**src/rtl/pulse_meter_pkg.sv**
```systemverilog
// Shared lab header: FSM state encodings and small helpers used by the
// timer/counter family and pulse_meter.
package pulse_meter_pkg;

  localparam logic [1:0] IDLE = 2'd0;
  localparam logic [1:0] MEAS = 2'd1;
  localparam logic [1:0] HOLD = 2'd2;

  typedef enum logic [1:0] {
    ST_IDLE = IDLE,
    ST_MEAS = MEAS,
    ST_HOLD = HOLD
  } state_t;

  // Rising edge of a signal given its one-cycle-delayed copy.
  function automatic logic rise_of(input logic cur, input logic prev);
    return cur & ~prev;
  endfunction

endpackage

```
**src/rtl/pulse_meter_sat_counter.sv**
```systemverilog
// Saturating up-counter: load starts at 1, inc counts up or flags saturation
// at all-ones instead of wrapping.
module sat_counter #(
  parameter int counter_bits = 8
) (
  input  logic                    clk,
  input  logic                    r,
  input  logic                    load,
  input  logic                    inc,
  output logic [counter_bits-1:0] cnt,
  output logic                    sat
);

  localparam logic [counter_bits-1:0] CNT_ONE  = {{(counter_bits-1){1'b0}}, 1'b1};
  localparam logic [counter_bits-1:0] CNT_ZERO = {counter_bits{1'b0}};

  logic [counter_bits-1:0] cnt_q, cnt_d;
  logic                    sat_q, sat_d;

  always_comb begin
    cnt_d = cnt_q;
    sat_d = sat_q;
    if (load) begin
      cnt_d = CNT_ONE;
      sat_d = 1'b0;
    end else if (inc) begin
      if (&cnt_q) begin
        sat_d = 1'b1;
      end else begin
        cnt_d = cnt_q + CNT_ONE;
      end
    end else begin
      cnt_d = cnt_q;
    end
  end

  always_ff @(posedge clk) begin
    if (!r) begin
      cnt_q <= CNT_ZERO;
      sat_q <= 1'b0;
    end else begin
      cnt_q <= cnt_d;
      sat_q <= sat_d;
    end
  end

  assign cnt = cnt_q;
  assign sat = sat_q;

endmodule

```
**src/rtl/pulse_meter.sv**
```systemverilog
// Measures the width of a high pulse on sig and holds the result behind a
// valid/ack handshake; rising edges seen while a result is held set miss.
module pulse_meter
  import pulse_meter_pkg::*;
#(
  parameter int counter_bits = 8
) (
  input  logic                    clk,
  input  logic                    r,
  input  logic                    en,
  input  logic                    sig,
  input  logic                    ack,
  output logic [counter_bits-1:0] q,
  output logic                    valid,
  output logic                    ovf,
  output logic                    miss
);

  state_t                  state_q, state_d;
  logic                    sig_dly_q;
  logic [counter_bits-1:0] q_q, q_d;
  logic                    valid_q, valid_d;
  logic                    ovf_q, ovf_d;
  logic                    miss_q, miss_d;
  logic                    rise_s;
  logic                    load_s;
  logic                    inc_s;
  logic [counter_bits-1:0] cnt_s;
  logic                    sat_s;

  assign rise_s = rise_of(sig, sig_dly_q);

  sat_counter #(.counter_bits(counter_bits)) u_cnt (
    .clk  (clk),
    .r    (r),
    .load (load_s),
    .inc  (inc_s),
    .cnt  (cnt_s),
    .sat  (sat_s)
  );

  always_comb begin
    state_d = state_q;
    load_s  = 1'b0;
    inc_s   = 1'b0;
    q_d     = q_q;
    valid_d = valid_q;
    ovf_d   = ovf_q;
    miss_d  = miss_q;
    case (state_q)
      ST_IDLE: begin
        if (en && rise_s) begin
          load_s  = 1'b1;
          state_d = ST_MEAS;
        end else begin
          state_d = ST_IDLE;
        end
      end
      ST_MEAS: begin
        // Abort takes priority over the falling edge that would end the pulse.
        if (!en) begin
          state_d = ST_IDLE;
        end else if (sig) begin
          inc_s = 1'b1;
        end else begin
          q_d     = cnt_s;
          ovf_d   = sat_s;
          valid_d = 1'b1;
          state_d = ST_HOLD;
        end
      end
      ST_HOLD: begin
        if (ack) begin
          valid_d = 1'b0;
          state_d = ST_IDLE;
        end else begin
          state_d = ST_HOLD;
        end
        if (rise_s) begin
          miss_d = 1'b1;
        end else begin
          miss_d = miss_q;
        end
      end
      default: begin
        state_d = ST_IDLE;
        valid_d = 1'b0;
      end
    endcase
  end

  // sig_dly_q resets high so a signal already high at reset release is ignored.
  always_ff @(posedge clk) begin
    if (!r) begin
      state_q   <= ST_IDLE;
      sig_dly_q <= 1'b1;
      q_q       <= {counter_bits{1'b0}};
      valid_q   <= 1'b0;
      ovf_q     <= 1'b0;
      miss_q    <= 1'b0;
    end else begin
      state_q   <= state_d;
      sig_dly_q <= sig;
      q_q       <= q_d;
      valid_q   <= valid_d;
      ovf_q     <= ovf_d;
      miss_q    <= miss_d;
    end
  end

  assign q     = q_q;
  assign valid = valid_q;
  assign ovf   = ovf_q;
  assign miss  = miss_q;

endmodule
```
**config.mk**
```make
export PLATFORM = sky130hd
export DESIGN_NAME = pulse_meter
export DESIGN_NICKNAME = d
export VERILOG_FILES = /design/src/rtl/pulse_meter_pkg.sv /design/src/rtl/pulse_meter_sat_counter.sv /design/src/rtl/pulse_meter.sv
export SDC_FILE = /design/constraint.sdc
export NUM_CORES = 1
export LEC_CHECK = 0
export ABC_AREA = 0
export CAP_MARGIN = 20
export CORE_MARGIN = 10
export CORE_UTILIZATION = 55
export DETAILED_ROUTE_END_ITERATION = 8
export PLACE_DENSITY = 0.82
export SETUP_SLACK_MARGIN = 0.02
export SYNTH_ARGS = -nofsm -noshare
export SYNTH_HDL_FRONTEND = slang
export SYNTH_SLANG_ARGS = --single-unit
```
**constraint.sdc**
```tcl
create_clock -name clk -period 2.37 [get_ports clk]
set_input_delay 0.3555 -clock clk [delete_from_list [all_inputs] [get_ports clk]]
set_output_delay 0.3555 -clock clk [all_outputs]
set_load 0.03 [all_outputs]
```
; ---- Word level (Yosys, flattened, before mapping)
; Index checks and enable logic that the tools add are counted.
[word_totals]
inputBits = 5
wordCells = 51
out_inout_bits = 11
register_bits = 23
[op_classes]
n_mux = 17
bitwise_logic = 6
n_reduce_logical = 11
addsub = 1
eq_ne = 7
[ops]
columns = operator, count
row1 = 2-to-1 mux 1 bit, 12
row2 = AND reduction 9 bit, 1
row3 = "adder 8 x 1 -> 8 bit, second input constant", 1
row4 = "inequality test 2 bit, second input constant", 4
row5 = AND reduction 8 bit, 1
row6 = 2-to-1 mux 2 bit, 3
row7 = case mux 2 bit (3 select lines), 1
row8 = AND reduction 2 bit, 3
row9 = NOT 1 bit, 5
row10 = AND reduction 4 bit, 1
row11 = "inequality test 3 bit, second input constant", 1
row12 = case mux 1 bit (3 select lines), 1
row13 = AND reduction 3 bit, 1
row14 = "== test 2 x 1 -> 1 bit, second input constant", 1
row15 = "== test 2 bit, second input constant", 1
row16 = zero test 2 bit, 1
row17 = nonzero test 2 bit, 1
row18 = OR reduction 2 bit, 1
row19 = AND 1 bit, 1
row20 = logical AND 1 bit, 1

; ---- Depth between registers and ports, before layout
; Gate-level depths: netlist of run 1.
[depth]
depth_word = 7
depth_mapped = 5
depth_no_buf = 5

; ---- Cells and area by module
; A second synthesis of run 1 with hierarchy kept.
[unflattened]
hier_cells = 114
area_unflattened_um2 = 1076.0
[modules_own_cells]
columns = mod, area_each_um2, cells_per_inst, n_inst, seq_area_each_um2
row1 = pulse_meter, 570.5, 58, 1, 280.3
row2 = sat_counter, 505.5, 56, 1, 180.2

; ---- Worst setup path before layout of run 1
; Ideal clock, no wire load.
[synth_path]
path_kind = flip-flop to flip-flop
start = register u_cnt.cnt_q[0] (netlist: u_cnt.cnt[0])
end = register u_cnt.cnt_q[4] (netlist: u_cnt.cnt[4])
t_arrival_ps = 1280
setup_ps = 115
required_time_ps = 2255
stages_incl_launch_ff = 6
n_path_buf = 0
path_slack_ps = 975
synth_period_minus_slack_ps = 1395
path_cell_list = dfxtp_1 -> ha_1 -> nand3_2 -> or3b_1 -> xor2_1 -> nor2_2
[synth_via]
elab_chain_len = 3
word_cells_on_any_way = 4
classes_between = add/sub: 1 / bitwise: 1 / reduce/logical: 2
[synth_rtl]
columns = item, line_no
row1 = start: declaration, pulse_meter_sat_counter.sv:17  ; logic [counter_bits-1:0] cnt_q, cnt_d;
row2 = start signal: assignment, pulse_meter_sat_counter.sv:42  ; cnt_q <= cnt_d;
row3 = branches (longest 3 deep; another with adder 8 x 1 -> 8 bit), n/a
; Several ways; the timed one is not identified.
; A chain may end at the register's enable or synchronous reset.

; ---- Worst setup path in the final report of run 1
[layout_path]
start = register valid_q (netlist: valid)
end = output valid
[layout_rtl]
columns = item, line_no
row1 = start: declaration, pulse_meter.sv:22  ; logic valid_q, valid_d;
row2 = start signal: assignment, pulse_meter.sv:105  ; valid_q <= valid_d;
row3 = end: declaration, pulse_meter.sv:14  ; output logic valid,
; No word-level cell between the ends.

==> results of run 1 <==
==> cells in the mapped netlist <==
master,instances,area (um2)
o21ai_2,1,8.76
or3b_1,1,8.76
nand3_1,1,5.00
xnor2_1,2,17.5
nand2b_1,6,37.5
o2111ai_1,1,8.76
clkbuf_1,2,7.51
ha_1,1,12.5
inv_1,1,3.75
nand2_1,19,71.3
nand4b_2,1,15.0
o211ai_1,2,15.0
dfxtp_1,23,460
nor3_1,4,20.0
nand4_2,1,12.5
mux2i_1,1,10.0
a21boi_1,9,67.6
and2_1,1,6.26
a21oi_1,1,5.00
nor4b_2,1,15.0
nor2_1,10,37.5
o32ai_1,1,8.76
and3_1,2,12.5
nor2b_1,2,12.5
xor2_1,4,35.0
o21a_1,4,30.0
and4_1,1,8.76
and4b_1,1,10.0
nand3_2,1,10.0
nor2_2,1,6.26
buf_2,2,10.0
nand4_1,1,6.26
==> final timing paths <==
check	to	slack, ns	depth (start not counted)
worst max-delay path	valid	0.65	1
worst min-delay path	q[7]$_SDFFE_PN0P_	0.46	2
worst max register to register	u_cnt.cnt[4]$_SDFFE_PP0P_	0.77	5
worst min register to register	q[7]$_SDFFE_PN0P_	0.46	2
==> per-stage QoR <==
stage	hold WS, ns	power (W)	setup WS [ns]
after detailed placement	0.446	0.000428	0.421
after CTS	0.461	0.000600	0.635
after global placement	0.440	0.000427	0.466
after floorplan	0.429	0.000414	0.975
after global routing	0.494	0.000617	0.596
final	0.458	0.000599	0.651
==> power by group <==
part,total [W],switching [W],internal [W]
clock,0.000180,0.000114,0.0000658
combinational,0.0000276,0.0000134,0.0000143
sequential,0.000391,0.00000248,0.000389
total,0.000599,0.000130,0.000469
==> sequential cells by signal (all words and copies together) (netlist names) <==
name and flops:
q 8, state_q 2, sig_dly_q 1, u_cnt.cnt 8, ovf 1, u_cnt.sat 1
miss 1, valid 1
==> metal layers <==
layer	up-vias	track usage [%]	share of wire [%]
met5	-	0	0
met4	0	4.19	1.6
met1	371	10.8	40
met3	6	4.12	5.5
li1	404	-	-
met2	14	20.1	53
==> tightest hold or removal path, delay by kind of cell, from the launching register on <==
| family | cells | cell delay (ns) |
|---|---|---|
| AO/OA/AOI/OAI | 1 | 0.05 |
| AND/OR/NAND/NOR | 1 | 0.05 |
| flip-flops | 1 | 0.33 |
==> kinds of logic (layout without fill, tap and decap cells) <==
group	after synthesis	after routing	synth area share, %
and+or+nand+nor	54	54	29.6
DFF	23	23	46.2
muxes	1	1	1.01
xor gates and xnor gates	6	6	5.28
adders and majority gates	1	1	1.26
buffers and inverters	5	21	2.14
AOI/OAI and AO/OA	19	19	14.4
==> final cells by class <==
class	count	area (um2)
clock buffer	4	26.3
timing repair buffer	16	158
inverter	1	3.75
fill	143	533
multi-input combinational	81	514
sequential	23	460
tap	25	31.3
==> results.py, run 1 <==
metrics = {
    "layout": {
        "layout_commonest_cell": "dfxtp_1",
        "fin_util_pct": 69.1,
        "drive_above_1_share_pct": 8.00,
        "fin_area_um2": 1190,
        "finalNonFillerCells": 150,
        "layout_common_cells": "dfxtp_1, nand2_1, clkdlybuf4s50_1",
        "antennaDiodeCount": 0,
        "fin_nets": 132,
        "syn_to_final_growth_pct": 19.8,
    },
    "floorplanning": {
        "pin_count": 16,
        "die_w_um": 62.6,
        "rows": 15,
        "die_h_um": 62.6,
        "design.core.area_um2": 1730,
        "start_util_pct": 57.7,
        "dieArea_um2": 3910,
    },
    "placed_design": {
        "gp_congestion": 0.765,
        "portBuffers": 15,
        "placed_cell_area_um2": 1170,
        "placed_cells": 146,
        "hpwl_mm": 1.61,
    },
    "clock_tree": {
        "cts_resized": 0,
        "cts-root-buf": "clkbuf_4",
        "ctsLongestPathBuffers": 2,
        "htree_num_levels": 1,
        "postCtsHoldBufs": 0,
        "cts_setup_buffers": 0,
        "clk_pin_slew_worst_paths_ns": 0.12,
        "clkSinkCount": 23,
        "cts_inserted_buffers": 3,
        "clock_latency_ns": 0.31,
        "tritoncts": "yes",
    },
    "synthesis": {
        "yosysSeqAreaShare_pct": 46.2,
        "syn_nets": 115,
        "synth_cells": 109,
        "synth_area_um2": 996,
        "ys_types": 32,
        "yosys_warnings": 0,
        "yosys_register_bits": 23,
        "syn_area_per_cell_um2": 9.14,
    },
    "routing": {
        "vias": 795,
        "viasPerCell": 5.30,
        "ant_nets": 0,
        "drc_errors": 0,
        "dr.pass1.iters": 3,
        "wl_per_cell_um": 13.9,
        "wl_mm": 2.09,
        "drtIter0Drc": 7,
    },
    "setup_path": {
        "crit_arrival_ns": 1.36,
        "crit_family": "buffers and inverters",
        "worst-path-buf-inv": 1,
        "start_kind": "flop",
        "r2r-start": "u_cnt.cnt[0]$_SDFFE_PN0P_",
        "critical_path_class": "flop to output pin",
        "slowest_stage": "clkdlybuf4s50_1",
        "cp_max_fo": 3,
        "max_stage_delay_ns": 0.69,
        "cp.required_ns": 2.01,
        "cp-end-kind": "output pin",
        "crit_start": "valid$_SDFFE_PN0P_",
        "path_cells": "clkdlybuf4s50_1",
    },
    "status": {
        "status": "finished clean",
    },
    "grt": {
        "grt_pass1_vias": 826,
        "grt_first_pass_wirelength_mm": 3.59,
        "overflow": 0,
        "antenna_found_initial": 0,
        "grt_start_max_net_pins": 16,
        "grtUsageTotal_pct": 10.9,
    },
    "sta": {
        "slew_viol_final": 0,
        "tns_ns": 0,
        "worst_pin_slew_ns": 0.620,
        "rsz0062_at_grt": "false",
        "period_needed_ns": 1.72,
        "fin_skew_ns": 0.00584,
        "finalHoldViolCount": 0,
        "clock.fmax_ghz": 0.582,
        "slew_headroom_pct": 58.6,
        "finalSetupViolCount": 0,
        "fin_crit_sh_pct": 72.5,
    },
    "min_path": {
        "min_from": "q[7]$_SDFFE_PN0P_",
        "holdCritPathClass": "flop to flop",
    },
    "power": {
        "powerDensity_nw_per_um2": 502,
        "ir_drop_mv": 0.325,
        "power_leakage_nw": 0.429,
    },
    "job": {
        "cap_viol_max_count": 0,
    },
}
(Power assumes the default switching activity.)
==> run 2: changes to the inputs <==
--- a/config.mk
+++ b/config.mk
@@ -8,9 +8,9 @@
 export ABC_AREA = 0
 export CAP_MARGIN = 20
 export CORE_MARGIN = 10
-export CORE_UTILIZATION = 55
+export CORE_UTILIZATION = 51
 export DETAILED_ROUTE_END_ITERATION = 8
-export PLACE_DENSITY = 0.82
+export PLACE_DENSITY = 0.77
 export SETUP_SLACK_MARGIN = 0.02
 export SYNTH_ARGS = -nofsm -noshare
 export SYNTH_HDL_FRONTEND = slang
==> constraint.sdc (replaced) <==
create_clock -name clk -period 1.75 [get_ports clk]
set_input_delay 0.2625 -clock clk [delete_from_list [all_inputs] [get_ports clk]]
set_output_delay 0.2625 -clock clk [all_outputs]
set_load 0.03 [all_outputs]
==> run 2 against run 1 <==
  * Critical path depth unchanged
  * Register-to-register slack got worse by 0.53 ns
  * First-iteration DRC count increased by 130%
  * Cell count increased by 2.7%
  * Combinational power increased by 60%
  * Non-clock buffer count increased by 4
  * Critical path type unchanged
  * Critical endpoint unchanged
  * Largest cell class unchanged
  * Largest power group unchanged
==> results.py, run 2 (synthesis gave the netlist of run 1 again) <==
metrics = {
    "status": {
        "status": "finished clean",
    },
    "power": {
        "p_seq_share_pct": 65.6,
        "power_leakage_nw": 0.450,
        "powerDensity_nw_per_um2": 659,
        "clockPowerShare_pct": 29.0,
        "ir_drop_mv": 0.489,
        "p_int_w": 0.000639,
        "p_comb_share_pct": 5.5,
        "p_sw_w": 0.000168,
        "swShare_pct": 20.8,
    },
    "placed_design": {
        "portBuffers": 15,
        "gp_congestion": 0.799,
        "dp_slack_ns": 0.0411,
        "hpwl_mm": 1.58,
    },
    "setup_path": {
        "cp.depth": 1,
        "worst-path-buf-inv": 1,
        "r2r-start": "u_cnt.cnt[1]$_SDFFE_PP0P_",
        "r2r_cells": 5,
        "crit_start": "valid$_SDFFE_PN0P_",
        "path_cells": "clkdlybuf4s50_1",
        "crit_family": "buffers and inverters",
        "slowest_stage": "clkdlybuf4s50_1",
        "max_stage_delay_ns": 0.69,
        "cp_max_fo": 3,
        "critical_path_class": "flop to output pin",
        "r2r_end": "u_cnt.cnt[4]$_SDFFE_PP0P_",
        "start_kind": "flop",
        "cp.required_ns": 1.49,
        "crit_arrival_ns": 1.36,
        "cp-end-kind": "output pin",
        "r2r_slack_ns": 0.24,
        "worstSetupEndpoint": "valid",
    },
    "layout": {
        "layout_commonest_cell": "dfxtp_1",
        "drive_above_1_share_pct": 10.9,
        "fin_util_pct": 68.6,
        "syn_to_final_growth_pct": 22.9,
        "layout_common_cells": "dfxtp_1, nand2_1, clkdlybuf4s50_1",
        "fin_nets": 136,
        "antennaDiodeCount": 0,
        "nFillCells": 155,
    },
    "grt": {
        "grtUsageTotal_pct": 10.1,
        "antenna_found_initial": 0,
        "grt_pass1_vias": 824,
        "overflow": 0,
        "grt_first_pass_wirelength_mm": 3.51,
        "grt_start_max_net_pins": 16,
    },
    "floorplanning": {
        "die_w_um": 64.2,
        "die_h_um": 64.2,
        "rows": 15,
        "dieArea_um2": 4120,
        "design.core.area_um2": 1780,
        "start_util_pct": 55.9,
        "pin_count": 16,
    },
    "job": {
        "cap_viol_max_count": 0,
    },
    "sta": {
        "hold_slack_ns": 0.463,
        "fin_ws_ns": 0.124,
        "rsz0062_at_grt": "false",
        "fin_skew_ns": 0.00147,
        "clock.fmax_ghz": 0.615,
        "fin_crit_sh_pct": 92.9,
        "finalSetupViolCount": 0,
        "worst_pin_slew_ns": 0.333,
        "slew_headroom_pct": 77.8,
        "slew_viol_final": 0,
        "finalHoldViolCount": 0,
        "tns_ns": 0,
        "period_needed_ns": 1.63,
    },
    "routing": {
        "wl_mm": 2.00,
        "ant_nets": 0,
        "dr.pass1.iters": 4,
        "viasPerCell": 5.23,
        "drc_errors": 0,
        "vias": 806,
        "drtIter0Drc": 16,
        "wl_per_cell_um": 13.0,
    },
    "clock_tree": {
        "clk_pin_slew_worst_paths_ns": 0.11,
        "cts-root-buf": "clkbuf_4",
        "clkSinkCount": 23,
        "cts_resized": 0,
        "tritoncts": "yes",
        "cts_inserted_buffers": 3,
        "clock_latency_ns": 0.30,
        "postCtsHoldBufs": 0,
        "htree_num_levels": 1,
        "cts_setup_buffers": 0,
        "ctsLongestPathBuffers": 2,
    },
    "min_path": {
        "holdCritPathClass": "flop to flop",
    },
}
## run 2: routing by layer
layer  vias to the layer above  global-route usage, %  part of all wire (%)
met4                         0                   4.28                   1.1
met1                       377                   10.2                    42
met2                        13                   18.5                    52
met5                         -                      0                     0
met3                         4                   3.31                   4.5
li1                        412                      -                     -
## run 2: power by group through the flow
stage | Clock (W) | Sequential [W] | Combinational [W]
after floorplan | 0 | 0.000542 | 0.0000190
after global placement | 0 | 0.000540 | 0.0000427
after detailed placement | 0 | 0.000541 | 0.0000443
after CTS | 0.000243 | 0.000529 | 0.0000445
after global routing | 0.000264 | 0.000529 | 0.0000479
final | 0.000234 | 0.000529 | 0.0000441
## run 2: final cells by class
class	instances	area, um2	share of cell area, %
inverter	1	3.75	0.307
tap	25	31.3	2.56
clock buffer	4	26.3	2.15
multi-input combinational	81	514	42.0
timing repair buffer	20	188	15.3
sequential	23	460	37.6
## run 2: per-stage QoR
step	area, um2	instances	power [W]
6_report	1220	154	0.000806
5_1_grt	1220	154	0.000841
4_1_cts	1220	154	0.000817
3_5_place_dp	1200	150	0.000585
3_3_place_gp	1200	150	0.000583
2_1_floorplan	996	109	0.000561
## run 2: worst min-delay path by stage
stage / from / to / slack (ns) / cells after the start
after CTS: q[0]$_SDFFE_PN0P_ / q[0]$_SDFFE_PN0P_ / 0.47 / 2
after detailed placement: u_cnt.sat$_SDFFE_PP0P_ / ovf$_SDFFE_PN0P_ / 0.45 / 2
after floorplan: r / sig_dly_q$_SDFF_PN1_ / 0.34 / 1
after global placement: q[5]$_SDFFE_PN0P_ / q[5]$_SDFFE_PN0P_ / 0.44 / 2
final: q[7]$_SDFFE_PN0P_ / q[7]$_SDFFE_PN0P_ / 0.46 / 2
after global routing: q[4]$_SDFFE_PN0P_ / q[4]$_SDFFE_PN0P_ / 0.49 / 2
